===== src/rtl/spi_multitrack_rx_if.sv =====
// Pin and result bundle for the multi-track SPI receiver.
// The master side drives the SPI pins; the slave side returns the committed track data.
interface spi_multitrack_rx_if #(
  parameter int NUM_TRACKS  = 2,
  parameter int PACKET_SIZE = 24,
  parameter int ERR_W       = 8
);
  logic                              cs;
  logic                              sck;
  logic                              sdi;
  logic [NUM_TRACKS*PACKET_SIZE-1:0] track_data;
  logic [NUM_TRACKS-1:0]             update_mask;
  logic                              data_valid;
  logic                              frame_err;
  logic [ERR_W-1:0]                  err_count;
  logic                              busy;

  modport master (
    output cs, sck, sdi,
    input  track_data, update_mask, data_valid, frame_err, err_count, busy
  );

  modport slave (
    input  cs, sck, sdi,
    output track_data, update_mask, data_valid, frame_err, err_count, busy
  );
endinterface


===== src/rtl/spi_multitrack_rx.sv =====
// Oversampling SPI slave that shifts in MSB-first packets and commits 1..NUM_TRACKS of them
// atomically into the per-track registers at end of frame.
//
// state  | meaning
// IDLE   | waiting for a cs rising edge
// SHIFT  | frame open, sampling sdi on each sck rising edge
// COMMIT | one cycle: check the bit count, then load tracks or flag a frame error
module spi_multitrack_rx #(
  parameter int NUM_TRACKS  = 2,
  parameter int PACKET_SIZE = 24,
  parameter int ERR_W       = 8
) (
  input logic               clk,
  input logic               reset,
  spi_multitrack_rx_if.slave bus
);

  localparam int MAX = NUM_TRACKS * PACKET_SIZE;
  localparam int CW  = $clog2(MAX + 2);

  typedef enum logic [1:0] {IDLE, SHIFT, COMMIT} state_t;

  state_t                  state_q, state_d;
  logic                    cs_m, cs_s, cs_d;
  logic                    sck_m, sck_s, sck_d;
  logic                    sdi_m, sdi_s;
  logic [MAX-1:0]          shift_q, shift_d;
  logic [CW-1:0]           cnt_q, cnt_d;
  logic [MAX-1:0]          track_q, track_d;
  logic [NUM_TRACKS-1:0]   mask_q, mask_d;
  logic                    dv_q, dv_d;
  logic                    fe_q, fe_d;
  logic [ERR_W-1:0]        ec_q, ec_d;
  logic                    cs_rise, cs_fall, sck_rise;
  logic                    frame_ok;

  assign cs_rise  = cs_s & ~cs_d;
  assign cs_fall  = ~cs_s & cs_d;
  assign sck_rise = sck_s & ~sck_d;

  always_ff @(posedge clk) begin
    if (!reset) begin
      state_q <= IDLE;
      cs_m    <= 1'b0;
      cs_s    <= 1'b0;
      cs_d    <= 1'b0;
      sck_m   <= 1'b0;
      sck_s   <= 1'b0;
      sck_d   <= 1'b0;
      sdi_m   <= 1'b0;
      sdi_s   <= 1'b0;
      shift_q <= '0;
      cnt_q   <= '0;
      track_q <= '0;
      mask_q  <= '0;
      dv_q    <= 1'b0;
      fe_q    <= 1'b0;
      ec_q    <= '0;
    end else begin
      state_q <= state_d;
      cs_m    <= bus.cs;
      cs_s    <= cs_m;
      cs_d    <= cs_s;
      sck_m   <= bus.sck;
      sck_s   <= sck_m;
      sck_d   <= sck_s;
      sdi_m   <= bus.sdi;
      sdi_s   <= sdi_m;
      shift_q <= shift_d;
      cnt_q   <= cnt_d;
      track_q <= track_d;
      mask_q  <= mask_d;
      dv_q    <= dv_d;
      fe_q    <= fe_d;
      ec_q    <= ec_d;
    end
  end

  always_comb begin
    state_d  = state_q;
    shift_d  = shift_q;
    cnt_d    = cnt_q;
    track_d  = track_q;
    mask_d   = '0;
    dv_d     = 1'b0;
    fe_d     = 1'b0;
    ec_d     = ec_q;
    frame_ok = 1'b0;
    case (state_q)
      IDLE: begin
        if (cs_rise) begin
          state_d = SHIFT;
          cnt_d   = '0;
        end
      end
      SHIFT: begin
        // cs_s is already low on a coincident fall, so that last sck edge is dropped
        if (cs_fall) begin
          state_d = COMMIT;
        end else if (sck_rise && cs_s) begin
          shift_d = {shift_q[MAX-2:0], sdi_s};
          if (cnt_q != CW'(MAX + 1)) cnt_d = cnt_q + 1'b1;
        end
      end
      COMMIT: begin
        state_d = IDLE;
        // first packet sent sits highest in the shift register and lands in track 0
        for (int k = 1; k <= NUM_TRACKS; k++) begin
          if (cnt_q == CW'(k * PACKET_SIZE)) begin
            frame_ok = 1'b1;
            for (int j = 0; j < k; j++) begin
              track_d[j*PACKET_SIZE +: PACKET_SIZE] = shift_q[(k-j-1)*PACKET_SIZE +: PACKET_SIZE];
              mask_d[j] = 1'b1;
            end
          end
        end
        if (frame_ok) begin
          dv_d = 1'b1;
        end else begin
          fe_d = 1'b1;
          if (ec_q != '1) ec_d = ec_q + 1'b1;
        end
      end
      default: state_d = IDLE;
    endcase
  end

  assign bus.track_data  = track_q;
  assign bus.update_mask = mask_q;
  assign bus.data_valid  = dv_q;
  assign bus.frame_err   = fe_q;
  assign bus.err_count   = ec_q;
  assign bus.busy        = cs_s;

endmodule


===== src/flat_wrapper.sv =====
// flat-port wrapper written by rule: the top's interface ports become plain ports
module spi_multitrack_rx_flat 
#(
  parameter int NUM_TRACKS  = 2,
  parameter int PACKET_SIZE = 24,
  parameter int ERR_W       = 8
)
  (clk, reset, bus_cs, bus_sck, bus_sdi, bus_track_data, bus_update_mask, bus_data_valid, bus_frame_err, bus_err_count, bus_busy);
  spi_multitrack_rx_if #(.NUM_TRACKS(NUM_TRACKS), .PACKET_SIZE(PACKET_SIZE), .ERR_W(ERR_W)) bus_i ();
  input logic clk;
  input logic reset;
  input wire logic [$bits(bus_i.cs)-1:0] bus_cs;
  input wire logic [$bits(bus_i.sck)-1:0] bus_sck;
  input wire logic [$bits(bus_i.sdi)-1:0] bus_sdi;
  output wire logic [$bits(bus_i.track_data)-1:0] bus_track_data;
  output wire logic [$bits(bus_i.update_mask)-1:0] bus_update_mask;
  output wire logic [$bits(bus_i.data_valid)-1:0] bus_data_valid;
  output wire logic [$bits(bus_i.frame_err)-1:0] bus_frame_err;
  output wire logic [$bits(bus_i.err_count)-1:0] bus_err_count;
  output wire logic [$bits(bus_i.busy)-1:0] bus_busy;
  assign bus_i.cs = bus_cs;
  assign bus_i.sck = bus_sck;
  assign bus_i.sdi = bus_sdi;
  assign bus_track_data = bus_i.track_data;
  assign bus_update_mask = bus_i.update_mask;
  assign bus_data_valid = bus_i.data_valid;
  assign bus_frame_err = bus_i.frame_err;
  assign bus_err_count = bus_i.err_count;
  assign bus_busy = bus_i.busy;
  spi_multitrack_rx #(.NUM_TRACKS(NUM_TRACKS), .PACKET_SIZE(PACKET_SIZE), .ERR_W(ERR_W)) u_core (.clk(clk), .reset(reset), .bus(bus_i));
endmodule

===== config.mk =====
export PLATFORM = sky130hd
export DESIGN_NAME = spi_multitrack_rx_flat
export DESIGN_NICKNAME = d
export VERILOG_FILES = /design/src/rtl/spi_multitrack_rx_if.sv /design/src/rtl/spi_multitrack_rx.sv /design/src/flat_wrapper.sv
export SDC_FILE = /design/constraint.sdc
export NUM_CORES = 1
export LEC_CHECK = 0
export BUFFER_PORTS_ARGS = -buffer_cell sky130_fd_sc_hd__buf_2
export CAP_MARGIN = 5
export CORE_ASPECT_RATIO = 2
export CORE_MARGIN = 1.5
export CORE_UTILIZATION = 39
export DETAILED_ROUTE_END_ITERATION = 16
export PLACE_DENSITY_LB_ADDON = 0.1
export SLEW_MARGIN = 10
export SYNTH_ARGS = -nofsm -noshare
export SYNTH_HDL_FRONTEND = slang
export SYNTH_SLANG_ARGS = --single-unit

===== constraint.sdc =====
create_clock -name clk -period 2.2 [get_ports clk]
set_input_delay 0.44 -clock clk [delete_from_list [all_inputs] [get_ports clk]]
set_output_delay 0.44 -clock clk [all_outputs]
set_load 0.1 [all_outputs]

==> summary by stage <==
Synth
Each instance of the synthesized netlist takes up on average 8.66 um2. In the post-synthesis netlist, the biggest area contributors are sky130_fd_sc_hd__dfxtp_1, sky130_fd_sc_hd__nand2_1, sky130_fd_sc_hd__a21oi_1, sky130_fd_sc_hd__mux2i_1, sky130_fd_sc_hd__o21ai_1. Counting flops with a built-in enable in the synthesized netlist gives 0. In the synthesized netlist, the cells that appear most often are sky130_fd_sc_hd__nand2_1, sky130_fd_sc_hd__dfxtp_1, sky130_fd_sc_hd__a21oi_1.

The number of nets in the synthesized netlist is 555. The total number of yosys warnings is 0. sky130_fd_sc_hd__nand2_1 is the most common cell in the netlist.

The netlist area before placement is 4730 um2. The area fraction of the dominant cell type after synthesis is 0.525. For this run, the register share of the synthesized area comes to 0.525.

The flip-flop and latch count after synthesis is 124. The count of unique library cells instantiated by Yosys is 53. The cell count after synthesis came out at 546. The largest area contributor in the synthesized netlist is sky130_fd_sc_hd__dfxtp_1. The primary flip-flop cell chosen by synthesis mapping is sky130_fd_sc_hd__dfxtp_1. For this run, asynchronously set or reset flops after synthesis account for 0.

Clocking
The number of setup buffers added after CTS is 0. The H-tree was split into 4 levels. TritonCTS built the clock tree. CTS placed an instance of sky130_fd_sc_hd__clkbuf_16 at the clock tree root. The number of buffers added by the clock tree synthesis step is 17. The clock insertion delay at the later pin of the skew report is 0.40 ns. After clock tree synthesis, the clock-pin slew on the worst setup and hold paths is 0.05 ns. The deepest clock path buffer count is 2.

The number of clock sinks is 124. The post-cts resize count is 0. The hold buffer count at CTS is 0.

Cells and area
In the final layout, the share of cells above drive strength 1 is 0.183. Once layout is done, the placed cells without fillers occupy 5740 um2. After filler insertion, the fill cell instance count of the layout stands at 1169.

Summing all multi-input logic gate instances after layout gives 2050 um2. From synthesis to final layout, the design area changed by 21.4%. The net count of the finished layout is 613. Across the whole layout, storage elements account for 2480 um2. The total inserted antenna cells is 0.

Drt
The mean routed wirelength per cell is 14.7 um. The violation count after the first detailed-routing iteration is 146. For this run, design rule violations remaining after detail routing come to 0. The final layout contains routed wiring with a total length of 11200 um.

Once detail routing completed, the nets flagged for antenna violations numbered 0. In the routed layout, each cell is associated on average with a via count of 5.09. The pre-antenna-repair detailed-routing pass consisted of 4 iterations. The detailed-route via count is 3877.

Place
At the end of routability-driven placement, the weighted congestion stood at 0.769. OpenSTA, run right after detailed placement, puts the worst setup slack at 0.299 ns. During placement, the flow inserted port buffers numbering 65. The post-DP HPWL is 7430 um. Summing all placed instances gives a cell area of 5180 um2.

Die
In this run the count of I/O pins placed on the die edge is 66. The floorplan step set the die width to 80.9 um. The vertical extent of the die is 159 um.

The floorplan step defined a die boundary enclosing 12800 um2. The initial utilization of the core area, before any placement, comes to 0.402. The core region is 11800 um2.

The row count is 56.

Setup path
On the critical path, the stage with the largest delay is an instance of sky130_fd_sc_hd__or4_1. STA puts the critical path data required time at 2.53 ns. The worst setup path is of the reg2reg kind. The worst setup path is captured at a flop. Traced cell by cell, the critical path runs through inv_1 -> ha_1 -> nand3b_1 -> o21ai_1 -> buf_4 -> or4_1 -> a21oi_1. The worst setup path is launched from a flop. The number of buffers and inverters on the critical path is 2. The data arrival time of the critical path is 2.24 ns. The delay of the slowest cell on the worst path is 0.49 ns. Among cell families on the critical path, the largest total delay comes from simple AND/OR/NAND/NOR gates.

Along the worst path, the maximum fanout reaches 9.

Power and ir drop
The peak ir drop on the vdd network is 0.000708 V. The leakage component of the power is 2.39 nW. Overall power consumption after layout is estimated at 0.00497 W. Power spread over the standard cell area amounts to 866 nW/um2.

STA
The number of setup violations in the final report is 0. Dividing the final minimum period by the clock period gives 0.866. The clock period could shrink to 1.90 ns. Summed over all failing endpoints, the final setup total negative slack is 0 ns. Clock skew on the completed layout was measured at 0.00454 ns. The number of hold violations in the final report is 0. The transition time of the tightest slew-check pin is 0.631 ns. The worst pin sits at a relative slew slack of 0.578. The count of pins over their slew limit is 0.

Setup repair after global routing left no endpoint under its margin. The least setup slack across all paths after layout is 0.296 ns. The top achievable clock speed is 525 MHz.

Job
The number of maximum-capacitance constraint violations is 0.

Global route
The residual overflow from global routing is 0. The busiest layer in global routing is met2. In the global route stage, met1 resource usage came out at 0.199.

The first global-routing pass estimated 18400 um of wire. For met3 alone, demand over resource in global routing was 0.0483. For this run, the total global-route usage over all layers was measured as 0.184. The initial antenna violation count is 0. The via count of the first global-routing pass is 3753. Entering global routing, the biggest net connects 75 pins. In the global route stage, met2 resource usage came out at 0.327.

Run status
The flow ran to the end, and the final reports show no timing, DRC or antenna violations.

Hold path
In this run the worst hold path is classified as in2reg.
[kinds of logic (layout without fill, tap and decap cells)]
logic type	Yosys count	after routing	synth area share
AOI/OAI and AO/OA	146	146	0.170
xor gates and xnor gates	1	1	0.00344
adders and majority gates	5	5	0.0127
buffers and inverters	43	113	0.0431
DFF	124	124	0.525
muxes	27	27	0.0572
and+or+nand+nor	200	200	0.188
[registers in the layout (all words and copies together), names as in the netlist]
register                flops
u_core.state_q              2
u_core.bus.err_count        8
u_core.bus.busy             1
u_core.bus.frame_err        1
u_core.cs_d                 1
u_core.bus.update_mask      2
u_core.cnt_q                6
u_core.sdi_s                1
u_core.shift_q             48
u_core.sck_s                1
u_core.sdi_m                1
u_core.sck_d                1
u_core.cs_m                 1
u_core.sck_m                1
u_core.bus.data_valid       1
u_core.bus.track_data      48
[metrics by stage]
stage | hold WS, ns | util | cells
2_1_floorplan | 0.412 | - | 546
3_3_place_gp | 0.415 | 0.440 | 730
3_5_place_dp | 0.420 | 0.440 | 730
4_1_cts | 0.226 | 0.488 | 761
5_1_grt | 0.231 | 0.488 | 761
6_report | 0.240 | 0.488 | 761
[final timing paths]
check / start / end / slack (ns) / depth (start not counted)
setup / recovery: u_core.cnt_q[0]$_SDFFE_PN0P_ / u_core.bus.err_count[3]$_SDFFE_PN0P_ / 0.30 / 7
setup reg to reg: u_core.cnt_q[0]$_SDFFE_PN0P_ / u_core.bus.err_count[3]$_SDFFE_PN0P_ / 0.30 / 7
hold reg to reg: u_core.sdi_m$_SDFF_PN0_ / u_core.sdi_s$_SDFF_PN0_ / 0.43 / 1
hold / removal: bus_cs / u_core.cs_m$_SDFF_PN0_ / 0.24 / 2
[metal layers]
metal	vias up	routed length, um
met5	-	0
met2	62	6100
met4	0	250
li1	1970	-
met3	22	354
met1	1823	4450
[area by class of cell]
class	instances	share of cell area
sequential	124	0.432
multi-input combinational	379	0.357
clock buffer	23	0.0815
timing repair buffer	76	0.0776
tap	145	0.0316
clock inverter	8	0.0161
inverter	6	0.00392
[report_power, final]
part | switching, W | leakage [nW] | internal, W
Sequential | 0.00000506 | 1.00 | 0.00226
Clock | 0.000928 | 0.277 | 0.00171
Combinational | 0.0000551 | 1.11 | 0.0000204
Total | 0.000988 | 2.39 | 0.00398
[placed cells by master, fill, tap and decap left out, types with 8 or more instances in the layout]
| master | synthesis | final |
|---|---|---|
| sky130_fd_sc_hd__a21oi_1 | 99 | 99 |
| sky130_fd_sc_hd__and2_1 | 9 | 8 |
| sky130_fd_sc_hd__buf_2 | 10 | 65 |
| sky130_fd_sc_hd__buf_4 | 6 | 8 |
| sky130_fd_sc_hd__clkbuf_16 | 0 | 17 |
| sky130_fd_sc_hd__dfxtp_1 | 124 | 124 |
| sky130_fd_sc_hd__mux2i_1 | 27 | 27 |
| sky130_fd_sc_hd__nand2_1 | 154 | 154 |
| sky130_fd_sc_hd__o21ai_1 | 25 | 25 |
Note: power is estimated with default switching activity, not from simulation.
